File: config.mk
export PLATFORM = sky130hd
export DESIGN_NAME = inv_sub_shift_engine
export DESIGN_NICKNAME = d
export VERILOG_FILES = /design/src/rtl/aes_pkg.sv /design/src/rtl/inv_sbox_lane.sv /design/src/rtl/inv_sub_shift_engine.sv
export SDC_FILE = /design/constraint.sdc
export NUM_CORES = 1
export LEC_CHECK = 0
export BUFFER_PORTS_ARGS = -buffer_cell sky130_fd_sc_hd__buf_4
export CORE_UTILIZATION = 35
export DETAILED_ROUTE_END_ITERATION = 12
export PLACE_DENSITY = 0.55
export SYNTH_ARGS = -nofsm -noshare
export SYNTH_HDL_FRONTEND = slang
export SYNTH_HIERARCHICAL = 1
export SYNTH_SLANG_ARGS = --single-unit
File: constraint.sdc
create_clock -name clk -period 23.9 [get_ports clk]
set_input_delay 2.39 -clock clk [delete_from_list [all_inputs] [get_ports clk]]
set_output_delay 2.39 -clock clk [all_outputs]
set_load 0.05 [all_outputs]
File: src/rtl/aes_pkg.sv
// Shared AES byte-state helpers, GF(2^8)/GF(2^4) arithmetic and FSM type.
// Composite-field basis tables are derived from the field polynomials.
package aes_pkg;

  localparam int STATE_W  = 128;
  localparam int BYTE_W   = 8;
  localparam int NB_BYTES = 16;

  typedef enum logic [1:0] {
    IDLE,
    RUN,
    DONE
  } state_e;

  typedef logic [NB_BYTES-1:0][BYTE_W-1:0] aes_state_t;

  function automatic logic [3:0] byte_idx(input int r, input int c);
    return 4'(r + 4 * c);
  endfunction

  // Byte 0 sits in the most significant lane of the packed state.
  function automatic logic [3:0] slot(input logic [3:0] i);
    return 4'(NB_BYTES - 1) - i;
  endfunction

  function automatic aes_state_t inv_shift_rows(input aes_state_t s);
    aes_state_t o;
    o = '0;
    for (int c = 0; c < 4; c++)
      for (int r = 0; r < 4; r++)
        o[slot(byte_idx(r, c))] = s[slot(byte_idx(r, (c + 4 - r) % 4))];
    return o;
  endfunction

  function automatic aes_state_t shift_rows(input aes_state_t s);
    aes_state_t o;
    o = '0;
    for (int c = 0; c < 4; c++)
      for (int r = 0; r < 4; r++)
        o[slot(byte_idx(r, c))] = s[slot(byte_idx(r, (c + r) % 4))];
    return o;
  endfunction

  function automatic logic [7:0] gmul8(input logic [7:0] a,
                                       input logic [7:0] b);
    logic [7:0] p, t;
    p = '0;
    t = a;
    for (int i = 0; i < 8; i++) begin
      if (b[i]) p ^= t;
      t = {t[6:0], 1'b0} ^ (t[7] ? 8'h1b : 8'h00);
    end
    return p;
  endfunction

  // GF(2^4) over z^4 + z + 1.
  function automatic logic [3:0] gmul4(input logic [3:0] a,
                                       input logic [3:0] b);
    logic [3:0] p, t;
    p = '0;
    t = a;
    for (int i = 0; i < 4; i++) begin
      if (b[i]) p ^= t;
      t = {t[2:0], 1'b0} ^ (t[3] ? 4'h3 : 4'h0);
    end
    return p;
  endfunction

  function automatic logic [3:0] inv4(input logic [3:0] a);
    logic [3:0] a2, a4, a8;
    a2 = gmul4(a, a);
    a4 = gmul4(a2, a2);
    a8 = gmul4(a4, a4);
    return gmul4(gmul4(a2, a4), a8);
  endfunction

  function automatic logic [7:0] lin_map(input logic [63:0] m,
                                         input logic [7:0] x);
    logic [7:0] r;
    r = '0;
    for (int k = 0; k < 8; k++)
      if (x[k]) r ^= m[8*k +: 8];
    return r;
  endfunction

  // Smallest lambda making Y^2 + Y + lambda irreducible over GF(2^4).
  function automatic logic [3:0] find_lambda();
    logic [3:0] l;
    logic       hit;
    l = '0;
    for (int v = 15; v > 0; v--) begin
      hit = 1'b0;
      for (int t = 0; t < 16; t++)
        if ((gmul4(4'(t), 4'(t)) ^ 4'(t)) == 4'(v)) hit = 1'b1;
      if (!hit) l = 4'(v);
    end
    return l;
  endfunction

  // A root of z^4 + z + 1 inside GF(2^8).
  function automatic logic [7:0] find_zeta();
    logic [7:0] z, e, e2;
    z = '0;
    for (int v = 255; v > 1; v--) begin
      e  = 8'(v);
      e2 = gmul8(e, e);
      if ((gmul8(e2, e2) ^ e ^ 8'h01) == 8'h00) z = e;
    end
    return z;
  endfunction

  // Columns: images of z^j and Y*z^j in the polynomial basis.
  function automatic logic [63:0] build_iso_inv(input logic [3:0] lam4,
                                                input logic [7:0] zeta);
    logic [63:0] m;
    logic [7:0]  zp, lam, y, e;
    m   = '0;
    zp  = 8'h01;
    lam = '0;
    for (int j = 0; j < 4; j++) begin
      m[8*j +: 8] = zp;
      if (lam4[j]) lam ^= zp;
      zp = gmul8(zp, zeta);
    end
    y = '0;
    for (int v = 255; v > 0; v--) begin
      e = 8'(v);
      if ((gmul8(e, e) ^ e ^ lam) == 8'h00) y = e;
    end
    zp = y;
    for (int j = 4; j < 8; j++) begin
      m[8*j +: 8] = zp;
      zp = gmul8(zp, zeta);
    end
    return m;
  endfunction

  function automatic logic [63:0] build_iso_fwd(input logic [63:0] inv_m);
    logic [63:0] f;
    logic [7:0]  v;
    f = '0;
    for (int c = 1; c < 256; c++) begin
      v = lin_map(inv_m, 8'(c));
      for (int k = 0; k < 8; k++)
        if (v == (8'h01 << k)) f[8*k +: 8] = 8'(c);
    end
    return f;
  endfunction

  localparam logic [3:0]  GF4_LAMBDA = find_lambda();
  localparam logic [7:0]  GF_ZETA    = find_zeta();
  localparam logic [63:0] ISO_INV    = build_iso_inv(GF4_LAMBDA, GF_ZETA);
  localparam logic [63:0] ISO_FWD    = build_iso_fwd(ISO_INV);

  function automatic logic [7:0] inv_affine(input logic [7:0] y);
    logic [7:0] o;
    for (int i = 0; i < 8; i++)
      o[i] = y[(i+2)%8] ^ y[(i+5)%8] ^ y[(i+7)%8];
    return o ^ 8'h05;
  endfunction

  function automatic logic [7:0] fwd_affine(input logic [7:0] x);
    logic [7:0] o;
    for (int i = 0; i < 8; i++)
      o[i] = x[i] ^ x[(i+4)%8] ^ x[(i+5)%8]
           ^ x[(i+6)%8] ^ x[(i+7)%8];
    return o ^ 8'h63;
  endfunction

endpackage

File: src/rtl/inv_sbox_lane.sv
// One combinational AES S-box lane using GF((2^4)^2) inversion.
// With FWD_MODE_EN the lane also carries the forward affine, picked by mode_i.
module inv_sbox_lane
  import aes_pkg::*;
(
`ifdef FWD_MODE_EN
  input  logic       mode_i,
`endif
  input  logic [7:0] byte_i,
  output logic [7:0] byte_o
);

  logic [7:0] pre;
  logic [7:0] iso;
  logic [7:0] inv_c;
  logic [7:0] inv_s;
  logic [3:0] ah;
  logic [3:0] al;
  logic [3:0] dlt;
  logic [3:0] dinv;

`ifdef FWD_MODE_EN
  assign pre = mode_i ? inv_affine(byte_i) : byte_i;
`else
  assign pre = inv_affine(byte_i);
`endif

  assign iso = lin_map(ISO_FWD, pre);
  assign ah  = iso[7:4];
  assign al  = iso[3:0];

  // (ah*Y + al)^-1 = (ah*Y + ah + al) / (ah^2*lambda + ah*al + al^2)
  assign dlt = gmul4(gmul4(ah, ah), GF4_LAMBDA)
             ^ gmul4(ah, al)
             ^ gmul4(al, al);
  assign dinv  = inv4(dlt);
  assign inv_c = {gmul4(ah, dinv), gmul4(ah ^ al, dinv)};
  assign inv_s = lin_map(ISO_INV, inv_c);

`ifdef FWD_MODE_EN
  assign byte_o = mode_i ? inv_s : fwd_affine(inv_s);
`else
  assign byte_o = inv_s;
`endif

endmodule

File: src/rtl/inv_sub_shift_engine.sv
// InvShiftRows + InvSubBytes engine, LANES bytes per cycle, valid/ready both sides.
// Define FWD_MODE_EN to add a mode port selecting ShiftRows + SubBytes (mode=0).
module inv_sub_shift_engine
  import aes_pkg::*;
#(
  parameter int LANES = 4
) (
  input  logic         clk,
  input  logic         rst_n,
`ifdef FWD_MODE_EN
  input  logic         mode,
`endif
  input  logic         in_valid,
  output logic         in_ready,
  input  logic [127:0] in_state,
  output logic         out_valid,
  input  logic         out_ready,
  output logic [127:0] out_state,
  output logic         busy
);

  localparam int N  = NB_BYTES / LANES;
  localparam int CW = (N > 1) ? $clog2(N) : 1;

  if (NB_BYTES % LANES != 0) begin : g_bad_lanes
    $error("inv_sub_shift_engine: LANES must divide 16");
  end

  state_e     state_q, state_d;
  aes_state_t work_q, work_d;
  aes_state_t out_q, out_d;
  logic [CW-1:0] cnt_q, cnt_d;

`ifdef FWD_MODE_EN
  logic mode_q, mode_d;
`endif

  logic [BYTE_W-1:0] lane_in  [LANES];
  logic [BYTE_W-1:0] lane_out [LANES];
  logic [3:0]        lane_idx [LANES];

  always_comb begin
    for (int l = 0; l < LANES; l++) begin
      lane_idx[l] = 4'(int'(cnt_q) * LANES + l);
      lane_in[l]  = work_q[slot(lane_idx[l])];
    end
  end

  for (genvar g = 0; g < LANES; g++) begin : g_lane
    inv_sbox_lane u_lane (
`ifdef FWD_MODE_EN
      .mode_i (mode_q),
`endif
      .byte_i (lane_in[g]),
      .byte_o (lane_out[g])
    );
  end

  always_comb begin
    state_d   = state_q;
    work_d    = work_q;
    out_d     = out_q;
    cnt_d     = cnt_q;
    in_ready  = 1'b0;
    out_valid = 1'b0;
    busy      = 1'b0;
`ifdef FWD_MODE_EN
    mode_d    = mode_q;
`endif
    unique case (state_q)
      IDLE: begin
        in_ready = 1'b1;
        if (in_valid) begin
`ifdef FWD_MODE_EN
          mode_d = mode;
          work_d = mode ? inv_shift_rows(in_state)
                        : shift_rows(in_state);
`else
          work_d = inv_shift_rows(in_state);
`endif
          cnt_d   = '0;
          state_d = RUN;
        end
      end
      RUN: begin
        busy = 1'b1;
        for (int l = 0; l < LANES; l++)
          work_d[slot(lane_idx[l])] = lane_out[l];
        if (cnt_q == CW'(N - 1)) begin
          out_d   = work_d;
          cnt_d   = '0;
          state_d = DONE;
        end else begin
          cnt_d = cnt_q + CW'(1);
        end
      end
      DONE: begin
        out_valid = 1'b1;
        if (out_ready) state_d = IDLE;
      end
      default: state_d = IDLE;
    endcase
  end

  always_ff @(posedge clk) begin
    if (!rst_n) begin
      state_q <= IDLE;
      work_q  <= '0;
      out_q   <= '0;
      cnt_q   <= '0;
`ifdef FWD_MODE_EN
      mode_q  <= 1'b1;
`endif
    end else begin
      state_q <= state_d;
      work_q  <= work_d;
      out_q   <= out_d;
      cnt_q   <= cnt_d;
`ifdef FWD_MODE_EN
      mode_q  <= mode_d;
`endif
    end
  end

  assign out_state = out_q;

endmodule

==> results of run 1 <==
-- worst min-delay path, cell delays in order, from the launching register on --
cell and delay, ns:
sky130_fd_sc_hd__dfxtp_1 0.31, sky130_fd_sc_hd__nand2_1 0.05, sky130_fd_sc_hd__a21oi_1 0.05
-- cell usage after synthesis, types with 27 or more instances --
master / n / area, µm²
sky130_fd_sc_hd__a311oi_1: 216 / 1892
sky130_fd_sc_hd__nor2_1: 199 / 747.0
sky130_fd_sc_hd__xnor2_1: 190 / 1664
sky130_fd_sc_hd__buf_2: 84 / 420.4
sky130_fd_sc_hd__o21ai_0: 35 / 175.2
sky130_fd_sc_hd__clkbuf_1: 72 / 270.3
sky130_fd_sc_hd__dfxtp_1: 260 / 5205
sky130_fd_sc_hd__nand2_1: 267 / 1002
sky130_fd_sc_hd__a21o_1: 112 / 840.8
sky130_fd_sc_hd__nand3_1: 49 / 245.2
sky130_fd_sc_hd__nand2b_1: 124 / 775.7
sky130_fd_sc_hd__xor2_1: 60 / 525.5
sky130_fd_sc_hd__buf_6: 27 / 304.0
sky130_fd_sc_hd__mux2i_1: 28 / 280.3
sky130_fd_sc_hd__mux4_2: 32 / 720.7
sky130_fd_sc_hd__a21oi_1: 193 / 965.9
-- layer usage --
metal / GRT usage, % / up-vias / part of all wire [%]
li1: - / 9323 / -
met1: 36.11 / 9940 / 47
met2: 38.76 / 765 / 45
met3: 3.193 / 86 / 6.6
met4: 4.951 / 0 / 1.7
met5: 0 / - / 0
-- cell type report --
cell class	count	area share, %
Multi-Input combinational cell	1964	60.86
Sequential cell	260	21.49
Timing Repair Buffer	289	8.995
Tap cell	773	3.987
Clock buffer	44	3.693
Clock inverter	12	0.5003
Inverter	30	0.4745
-- flip-flops by register name (all words and copies together), names as in the netlist --
| signal | cells |
|---|---|
| work_q | 128 |
| cnt_q | 2 |
| state_q | 2 |
| out_state | 128 |
-- cells by family (layout without fill, tap and decap cells) --
family                   count (synthesis)  count (layout)  share of synthesized area, %
AND/OR/NAND/NOR                        781             781                         17.81
AO/OA/AOI/OAI                          759             759                         26.80
XOR/XNOR                               326             326                         17.90
flip-flops                             260             260                         24.48
buffers and inverters                  244             375                         6.197
multiplexers                            66              66                         5.026
adder cells (fa/ha/maj)                 32              32                         1.789
-- worst min-delay path by stage --
stage                          endpoint     startpoint  cells past startpoint
after floorplan               work_q[5]      work_q[5]                      1
after global placement    out_state[12]  out_state[12]                      2
after detailed placement  out_state[10]  out_state[10]                      2
after CTS                 out_state[10]  out_state[10]                      2
after global routing      out_state[30]  out_state[30]                      2
final                     out_state[10]  out_state[10]                      2
-- metrics by stage --
step | cell area [µm²] | util (%)
after floorplan | 21260 | -
final | 24260 | 40.79
after global routing | 24260 | 40.79
after detailed placement | 23240 | 39.08
after CTS | 24260 | 40.79
after global placement | 23240 | 39.08
==> PnR_summary.wiki, run 1 <==
{| class="wikitable"
! Metric !! Value
|-
| Worst path max stage delay || 0.89 ns
|-
| Number of pins exceeding their max-slew limit in the final report || 0
|-
| Post-synth EDFFs || 0
|-
| Dominant cell type by count on the critical path || sky130_fd_sc_hd__xnor2_1
|-
| Chip Height || 248.5 µm
|-
| Clock root buffer master || sky130_fd_sc_hd__clkbuf_16
|-
| Share of final-layout standard cells stronger than drive strength 1 || 19.55%
|-
| TritonCTS clock tree || done
|-
| Worst setup path end || work_q[47]
|-
| Floorplan die width || 248.5 µm
|-
| Number of distinct library cells after synthesis || 99
|-
| Total number of vias || 20114
|-
| Number of placed I/O pins || 263
|-
| Maximum clock insertion buffer count || 3
|-
| Final worst hold slack || 0.4575 ns
|-
| TritonCTS sink count || 260
|-
| First DRT Iteration DRCs || 1639
|-
| Post-synthesis async set-or-reset flop share || 0%
|-
| Total number of placement rows || 89
|-
| Sequential fraction of the synthesis area || 24.48%
|-
| Data required time at the worst endpoint || 24.43 ns
|-
| Crit Reg-Reg Endpoint || work_q[47]
|-
| Layout filler cell count || 5996
|-
| Number of setup buffers added after CTS || 0
|-
| Outcome || complete, no violations
|-
| Pin slew with the least headroom to its limit || 1.189 ns
|-
| Highest attainable clock frequency || 101.3 MHz
|-
| Setup TNS Final || 0 ns
|-
| Wire length of the first global-routing pass || 121400 µm
|-
| Most frequent standard cell in the layout excluding fill and tap cells || sky130_fd_sc_hd__buf_4
|-
| Arrival time at the worst endpoint || 10.40 ns
|-
| Max stage delay cell, worst path || sky130_fd_sc_hd__xnor2_1
|-
| TritonCTS Buffers || 31
|-
| Hold Violations, Final || 0
|-
| Mean post-synth cell area || 8.615 µm²
|-
| Most frequent cells in the layout || 288 x sky130_fd_sc_hd__buf_4, 267 x sky130_fd_sc_hd__nand2_1, 257 x sky130_fd_sc_hd__dfxtp_1
|-
| Number of antenna diodes || 0
|-
| Flops & latches, synth || 260
|-
| Critical Setup Path Class || register to register
|-
| Reg-to-reg setup timing slack || 14.03 ns
|-
| Vias in the first global route || 19271
|-
| Type of the worst min-delay path || register to register
|-
| Placed instance count || 3316
|-
| Antenna violations before repair || 2
|-
| Worst slack, placed || 14.16 ns
|-
| Family with the most delay on the worst path || XOR/XNOR gates
|-
| Global route total overflow || 0
|-
| Total number of yosys warnings || 6
|-
| Max-capacitance violation count || 0
|-
| Shortest period the worst path allows || 9.873 ns
|-
| Number of setup violations in the final report || 0
|-
| Total wirelength of the detailed-routed design || 79510 µm
|-
| Crit path max fanout || 24
|-
| Least setup slack across all paths after layout || 14.03 ns
|-
| Depth of the worst register-to-register path || 26
|-
| Weighted congestion at the end of routability-driven global placement || 0.8923
|-
| Rel. slew slack || 20.73%
|-
| Pin count of the biggest net entering global routing || 192
|-
| Endpoint class of the critical path || register
|-
| Reg2reg start || cnt_q[1]
|-
| Number of buffers and inverters on the critical path || 4
|-
| Crit share post-route || 41.31%
|-
| CTS clock-pin slew for the worst setup and hold paths || 0.06 ns
|-
| Die area || 61740 µm²
|-
| Latest clock arrival within the worst-skew pair || 0.60 ns
|-
| Detail Route Antenna Nets || 0
|-
| Via/cell ratio || 5.965
|-
| Net count after synthesis || 2624
|-
| Footprint of the flip-flops and latches || 5214 µm²
|-
| Total DRC errors in the routed layout || 0
|-
| DPL Wire Length || 56040 µm
|-
| Resize count post-CTS || 0
|-
| Most common flop cell mapped by yosys || sky130_fd_sc_hd__dfxtp_1
|-
| Worst Setup Start Kind || register
|-
| Number of instances in the synthesized netlist || 2468
|-
| Count of non-filler cells in the finished layout || 3372
|-
| First drt pass iteration count || 8
|-
| Post-synth design cell area || 21260 µm²
|-
| GRT Resource Usage Total || 24.76%
|-
| Crit path from || cnt_q[1]
|-
| Htree depth || 1
|-
| Quantity of hold-fixing buffers added after cts || 0
|-
| CP Depth || 26
|-
| Unrepaired setup endpoints after global routing || no
|-
| Routed len/inst || 23.58 µm
|-
| Nets || 2732
|-
| Std-Cell Core Area || 59460 µm²
|-
| Layout Skew || 0.01601 ns
|-
| Starting utilization of the core area || 35.76%
|-
| Number of buffers added on ports || 262
|-
| Area taken by multi-input logic gates || 14760 µm²
|-
| Relative area change from synthesis to final layout || 14.09%
|}
Power of run 1 is left out: the tool's default activity adds up to more than one toggle a clock period on the data nets, which glitch-free logic cannot reach.
==> run 2, diff against run 1 <==
--- a/config.mk
+++ b/config.mk
@@ -8,7 +8,7 @@
 export BUFFER_PORTS_ARGS = -buffer_cell sky130_fd_sc_hd__buf_4
 export CORE_UTILIZATION = 35
 export DETAILED_ROUTE_END_ITERATION = 12
-export PLACE_DENSITY = 0.55
+export PLACE_DENSITY = 0.57
 export SYNTH_ARGS = -nofsm -noshare
 export SYNTH_HDL_FRONTEND = slang
 export SYNTH_HIERARCHICAL = 1
==> constraint.sdc (replaced) <==
create_clock -name clk -period 8 [get_ports clk]
set_input_delay 0.8 -clock clk [delete_from_list [all_inputs] [get_ports clk]]
set_output_delay 0.8 -clock clk [all_outputs]
set_load 0.05 [all_outputs]
==> PnR_summary.wiki, run 2 (synthesis gave the netlist of run 1 again) <==
{| class="wikitable"
! Metric !! Value
|-
| Hold Violations, Final || 0 (unchanged)
|-
| Htree depth || 1 (unchanged)
|-
| TritonCTS clock tree || done
|-
| Layout filler cell count || 5874 (-2.0%)
|-
| Share of final-layout standard cells stronger than drive strength 1 || 24.75% (+5.2 points)
|-
| Total wirelength of the detailed-routed design || 76790 µm (-3.4%)
|-
| Number of pins exceeding their max-slew limit in the final report || 0 (unchanged)
|-
| Pin count of the biggest net entering global routing || 192 (unchanged)
|-
| Antenna violations before repair || 1 (-1)
|-
| Starting utilization of the core area || 35.76% (unchanged)
|-
| TritonCTS sink count || 260 (unchanged)
|-
| Post-layout utilization of the core || 42.96% (+2.2 points)
|-
| First DRT Iteration DRCs || 1542 (-5.9%)
|-
| Wire length of the first global-routing pass || 117100 µm (-3.6%)
|-
| Die area || 61740 µm² (unchanged)
|-
| GRT Resource Usage Total || 23.73% (-1.0 points)
|-
| Highest attainable clock frequency || 129.3 MHz (+28%)
|-
| Endpoint class of the critical path || register
|-
| First drt pass iteration count || 9 (+1)
|-
| Relative area change from synthesis to final layout || 20.15%
|-
| Outcome || finished with violations
|-
| Number of buffers added on ports || 262 (unchanged)
|-
| CTS clock-pin slew for the worst setup and hold paths || 0.06 ns (about the same)
|-
| Data required time at the worst endpoint || 8.52 ns (-15.91 ns)
|-
| Arrival time at the worst endpoint || 8.26 ns (-2.14 ns)
|-
| Chip Height || 248.5 µm (unchanged)
|-
| Worst Setup Start Kind || register
|-
| Number of antenna diodes || 0 (unchanged)
|-
| Pin slew with the least headroom to its limit || 1.229 ns (+0.03986 ns)
|-
| Failing checks || design-rule violations
|-
| Nets || 2848 (+4.2%)
|-
| Max-capacitance violation count || 0 (unchanged)
|-
| Crit path max fanout || 10 (-58%)
|-
| Std-Cell Core Area || 59460 µm² (unchanged)
|-
| Placed instance count || 3390 (+2.2%)
|-
| DPL Wire Length || 55180 µm (-1.5%)
|-
| Detail Route Antenna Nets || 0 (unchanged)
|-
| Most frequent standard cell in the layout excluding fill and tap cells || sky130_fd_sc_hd__buf_4
|-
| Least setup slack across all paths after layout || 0.2685 ns (-13.76 ns)
|-
| Crit share post-route || 96.64% (+55 points)
|-
| Most frequent cells in the layout || 403 x sky130_fd_sc_hd__buf_4, 267 x sky130_fd_sc_hd__nand2_1, 257 x sky130_fd_sc_hd__dfxtp_1
|-
| Via/cell ratio || 5.812 (-2.6%)
|-
| Type of the worst min-delay path || register to register
|-
| Layout Skew || 0.03118 ns (+0.01517 ns)
|-
| Global route total overflow || 0 (unchanged)
|-
| Quantity of hold-fixing buffers added after cts || 0 (unchanged)
|-
| Number of setup violations in the final report || 0 (unchanged)
|-
| Weighted congestion at the end of routability-driven global placement || 0.8984 (+0.68%)
|-
| Shortest period the worst path allows || 7.731 ns (-2.142 ns)
|-
| Total number of vias || 20272 (+0.79%)
|-
| Rel. slew slack || 17.48% (-3.2 points)
|-
| Total number of placement rows || 89 (unchanged)
|-
| TritonCTS Buffers || 31 (unchanged)
|-
| Critical Setup Path Class || register to register
|-
| Latest clock arrival within the worst-skew pair || 0.60 ns (about the same)
|-
| Cell area after placement || 23810 µm² (+2.4%)
|-
| Total DRC errors in the routed layout || 1 (+1)
|-
| Routed len/inst || 22.02 µm (-6.6%)
|-
| Vias in the first global route || 19260 (-0.057%)
|-
| Worst slack, placed || -0.3280 ns (-14.49 ns)
|-
| Clock root buffer master || sky130_fd_sc_hd__clkbuf_16
|-
| Maximum clock insertion buffer count || 3 (unchanged)
|-
| Number of placed I/O pins || 263 (unchanged)
|-
| Count of non-filler cells in the finished layout || 3488 (+3.4%)
|-
| Final instance area || 25550 µm² (+5.3%)
|-
| Floorplan die width || 248.5 µm (unchanged)
|}
## run 2: metal layers
metal	GRT usage, %	wire length, µm	vias up
met3	3.381	5354	98
met1	35.66	36800	9904
met4	5.608	1689	0
met2	35.27	32950	728
li1	-	-	9542
met5	0	0	-
## run 2: final timing paths
path / from / to / slack (ns) / cells after the start
worst max-delay path: cnt_q[0] / work_q[111] / 0.27 / 25
worst min-delay path: out_state[11] / out_state[11] / 0.46 / 2
worst min register to register: out_state[11] / out_state[11] / 0.46 / 2
worst max register to register: cnt_q[0] / work_q[111] / 0.27 / 25
## run 2: layout make-up
| class | instances | area, µm² | share of cell area [%] |
|---|---|---|---|
| clock inverter | 14 | 157.7 | 0.6171 |
| sequential | 260 | 5216 | 20.42 |
| multi-input combinational | 1964 | 15140 | 59.25 |
| tap | 773 | 967.2 | 3.786 |
| inverter | 30 | 115.1 | 0.4506 |
| timing repair buffer | 405 | 3065 | 12.00 |
| clock buffer | 42 | 887.1 | 3.473 |
## run 2: worst max-delay path, cell delays in order, from the launching register on
cell                        delay, ns
sky130_fd_sc_hd__dfxtp_4         0.46
sky130_fd_sc_hd__buf_4           0.27
sky130_fd_sc_hd__mux4_2          0.66
sky130_fd_sc_hd__xnor3_2         0.51
sky130_fd_sc_hd__xor2_4          0.25
sky130_fd_sc_hd__ha_1            0.40
sky130_fd_sc_hd__xnor3_1         0.47
sky130_fd_sc_hd__or4_1           0.54
sky130_fd_sc_hd__nand4_2         0.23
sky130_fd_sc_hd__xor2_2          0.19
sky130_fd_sc_hd__xnor2_1         0.15
sky130_fd_sc_hd__xnor2_1         0.10
sky130_fd_sc_hd__ha_2            0.46
sky130_fd_sc_hd__inv_1           0.18
sky130_fd_sc_hd__a2111oi_0       0.32
sky130_fd_sc_hd__a211oi_1        0.11
sky130_fd_sc_hd__a32oi_2         0.30
sky130_fd_sc_hd__or2_4           0.24
sky130_fd_sc_hd__nand2_1         0.08
sky130_fd_sc_hd__xnor3_2         0.49
sky130_fd_sc_hd__xor2_4          0.21
sky130_fd_sc_hd__xnor2_2         0.27
sky130_fd_sc_hd__buf_4           0.23
sky130_fd_sc_hd__nand2_1         0.08
sky130_fd_sc_hd__a311oi_1        0.32
sky130_fd_sc_hd__a21o_1          0.12
## run 2: what timing repair did
action                     in CTS  in global routing
cloned                          0                  0
resized for setup               5                 56
setup buffers                   0                 42
pin swaps                       0                 15
setup endpoints to repair      41                186
## run 2: metrics by stage
| step | hold slack (ns) | TNS, ns |
|---|---|---|
| final | 0.4555 | 0 |
| after global routing | 0.4718 | -0.07293 |
| after CTS | 0.4512 | -0.2623 |
| after detailed placement | 0.4469 | -4.099 |
| after global placement | 0.4462 | -3.294 |
| after floorplan | 0.4370 | 0 |
Power of run 2 is left out for the same reason.
==> run 3, diff against run 2 <==
--- a/config.mk
+++ b/config.mk
@@ -7,6 +7,7 @@
 export LEC_CHECK = 0
 export BUFFER_PORTS_ARGS = -buffer_cell sky130_fd_sc_hd__buf_4
 export CORE_UTILIZATION = 35
+export CTS_BUF_LIST = sky130_fd_sc_hd__clkbuf_16
 export DETAILED_ROUTE_END_ITERATION = 12
 export PLACE_DENSITY = 0.57
 export SYNTH_ARGS = -nofsm -noshare
==> PnR_summary.wiki, run 3 (synthesis gave the netlist of run 1 again) <==
{| class="wikitable"
! Metric !! Value
|-
| Outcome || finished with violations
|-
| Failing checks || design-rule violations
|-
| Share of final-layout standard cells stronger than drive strength 1 || 24.40% (-0.35 points)
|-
| Number of buffers and inverters on the critical path || 3 (unchanged)
|-
| Max stage delay cell, worst path || sky130_fd_sc_hd__mux4_2
|-
| Starting utilization of the core area || 35.76% (unchanged)
|-
| Total number of vias || 20313 (+0.20%)
|-
| Antenna violations before repair || 1 (unchanged)
|-
| Hold Violations, Final || 0 (unchanged)
|-
| Htree depth || 1 (unchanged)
|-
| Count of non-filler cells in the finished layout || 3486 (-0.057%)
|-
| Met1 routed wirelength after detailed routing || 36600 µm (-0.55%)
|-
| Nets || 2846 (-0.070%)
|-
| Floorplan die width || 248.5 µm (unchanged)
|-
| Most frequent cells in the layout || 400 x sky130_fd_sc_hd__buf_4, 267 x sky130_fd_sc_hd__nand2_1, 257 x sky130_fd_sc_hd__dfxtp_1
|-
| Reg-to-reg setup timing slack || 0.30 ns (+0.03 ns)
|-
| Relative area change from synthesis to final layout || 19.72%
|-
| Layout Skew || 0.02776 ns (-0.003424 ns)
|-
| Number of setup violations in the final report || 0 (unchanged)
|-
| Top layer used by detailed routing || met4
|-
| Highest attainable clock frequency || 129.8 MHz (+0.38%)
|-
| Total number of placement rows || 89 (unchanged)
|-
| Shortest period the worst path allows || 7.702 ns (-0.02919 ns)
|-
| Critical Setup Path Class || register to register
|-
| Hold_sp || out_state[11]
|-
| Max-capacitance violation count || 0 (unchanged)
|-
| Endpoint class of the critical path || register
|-
| Detail Route Antenna Nets || 0 (unchanged)
|-
| Latest clock arrival within the worst-skew pair || 0.60 ns (about the same)
|-
| Number of antenna diodes || 0 (unchanged)
|-
| Number of buffers added on ports || 262 (unchanged)
|-
| Reg2reg start || cnt_q[0]
|-
| Routed len/inst || 22.05 µm (+0.15%)
|-
| Chip Height || 248.5 µm (unchanged)
|-
| GRT Resource Usage Total || 23.73% (about the same)
|-
| Worst path max stage delay || 0.66 ns (about the same)
|-
| Std-Cell Core Area || 59460 µm² (unchanged)
|-
| Wire length of the first global-routing pass || 117100 µm (about the same)
|-
| Via/cell ratio || 5.827 (+0.26%)
|-
| Total DRC errors in the routed layout || 1 (unchanged)
|-
| CTS clock-pin slew for the worst setup and hold paths || 0.06 ns (about the same)
|-
| TritonCTS clock tree || done
|-
| Pin slew with the least headroom to its limit || 1.249 ns (+0.01962 ns)
|-
| DPL Wire Length || 55180 µm (unchanged)
|-
| Depth of the worst register-to-register path || 25 (unchanged)
|-
| First drt pass iteration count || 11 (+2)
|-
| Crit path max fanout || 10 (unchanged)
|-
| Worst Setup Start Kind || register
|-
| Crit share post-route || 96.28% (-0.36 points)
|-
| TritonCTS Buffers || 31 (unchanged)
|-
| Most frequent standard cell in the layout excluding fill and tap cells || sky130_fd_sc_hd__buf_4
|-
| Type of the worst min-delay path || register to register
|-
| Depth of the worst hold-timing path || 2 (unchanged)
|-
| First DRT Iteration DRCs || 1558 (+1.0%)
|-
| Total wirelength of the detailed-routed design || 76860 µm (about the same)
|-
| Weighted congestion at the end of routability-driven global placement || 0.8984 (unchanged)
|-
| Global route total overflow || 0 (unchanged)
|-
| Number of pins exceeding their max-slew limit in the final report || 0 (unchanged)
|-
| Family with the most delay on the worst path || XOR/XNOR gates
|-
| Routed wl met3 || 5591 µm (+4.4%)
|-
| Maximum clock insertion buffer count || 3 (unchanged)
|-
| Rel. slew slack || 16.17% (-1.3 points)
|-
| TritonCTS sink count || 260 (unchanged)
|-
| Quantity of hold-fixing buffers added after cts || 0 (unchanged)
|-
| Pin count of the biggest net entering global routing || 192 (unchanged)
|-
| Arrival time at the worst endpoint || 8.23 ns (-0.03 ns)
|-
| Crit Reg-Reg Endpoint || work_q[111]
|-
| Clock root buffer master || sky130_fd_sc_hd__clkbuf_16
|-
| Vias in the first global route || 19233 (-0.14%)
|-
| Die area || 61740 µm² (unchanged)
|-
| Data required time at the worst endpoint || 8.53 ns (about the same)
|-
| Placed instance count || 3390 (unchanged)
|-
| Met2 wire length || 33060 µm (+0.36%)
|-
| Hold-critical path endpoint || out_state[11]
|-
| Number of placed I/O pins || 263 (unchanged)
|}
run 3: worst max-delay path by stage:
stage               cells past startpoint      from  slack (ns)           to
floorplan                              33  cnt_q[0]        0.02   work_q[55]
global placement                       25  cnt_q[0]       -0.30  work_q[111]
detailed placement                     25  cnt_q[0]       -0.33  work_q[111]
CTS                                    24  cnt_q[0]       -0.06   work_q[39]
global route                           28  cnt_q[0]       -0.03   work_q[92]
finish                                 25  cnt_q[0]        0.30  work_q[111]
run 3: timing repair:
| action | in CTS | in global routing |
|---|---|---|
| pin swaps | 0 | 15 |
| endpoints found under the setup margin | 41 | 186 |
| gates resized for setup | 5 | 54 |
| buffers inserted | 0 | 40 |
| gates cloned | 0 | 0 |
run 3: worst reg2reg max path, delay by kind of cell (launching register included):
kind	cells	cell delay, ns
XOR/XNOR	9	2.64
AND/OR/NAND/NOR	5	1.18
AO/OA/AOI/OAI	5	1.17
adder cells (fa/ha/maj)	2	0.86
buffers and inverters	3	0.69
multiplexers	1	0.67
flip-flops	1	0.46
run 3: area by class of cell:
| cell class | count | area, µm² |
|---|---|---|
| fillers | 5879 | 34010 |
| multi-input cells | 1964 | 15120 |
| flip-flops and latches | 260 | 5216 |
| repair buffers | 403 | 3063 |
| well taps | 773 | 967.2 |
| clock buffers | 31 | 775.7 |
| clock inverters | 25 | 198.9 |
| inverters | 30 | 115.1 |
run 3: stage by stage:
stage	TNS [ns]	cell area, µm²	setup slack (ns)	hold slack [ns]	util, %
after detailed placement	-4.099	23810	-0.3280	0.4469	40.04
after global placement	-3.294	23810	-0.2955	0.4462	40.04
after floorplan	0	21260	0.01621	0.4370	-
after global routing	-0.1112	25450	-0.03033	0.4731	42.81
final	0	25450	0.2977	0.4556	42.81
after CTS	-0.2615	24810	-0.06196	0.4515	41.72
run 3: metal layers:
layer	track usage, %	vias up
li1	-	9533
met3	3.381	86
met1	35.64	9894
met2	35.29	800
met4	5.608	0
met5	0	-
Power of run 3 is left out for the same reason.
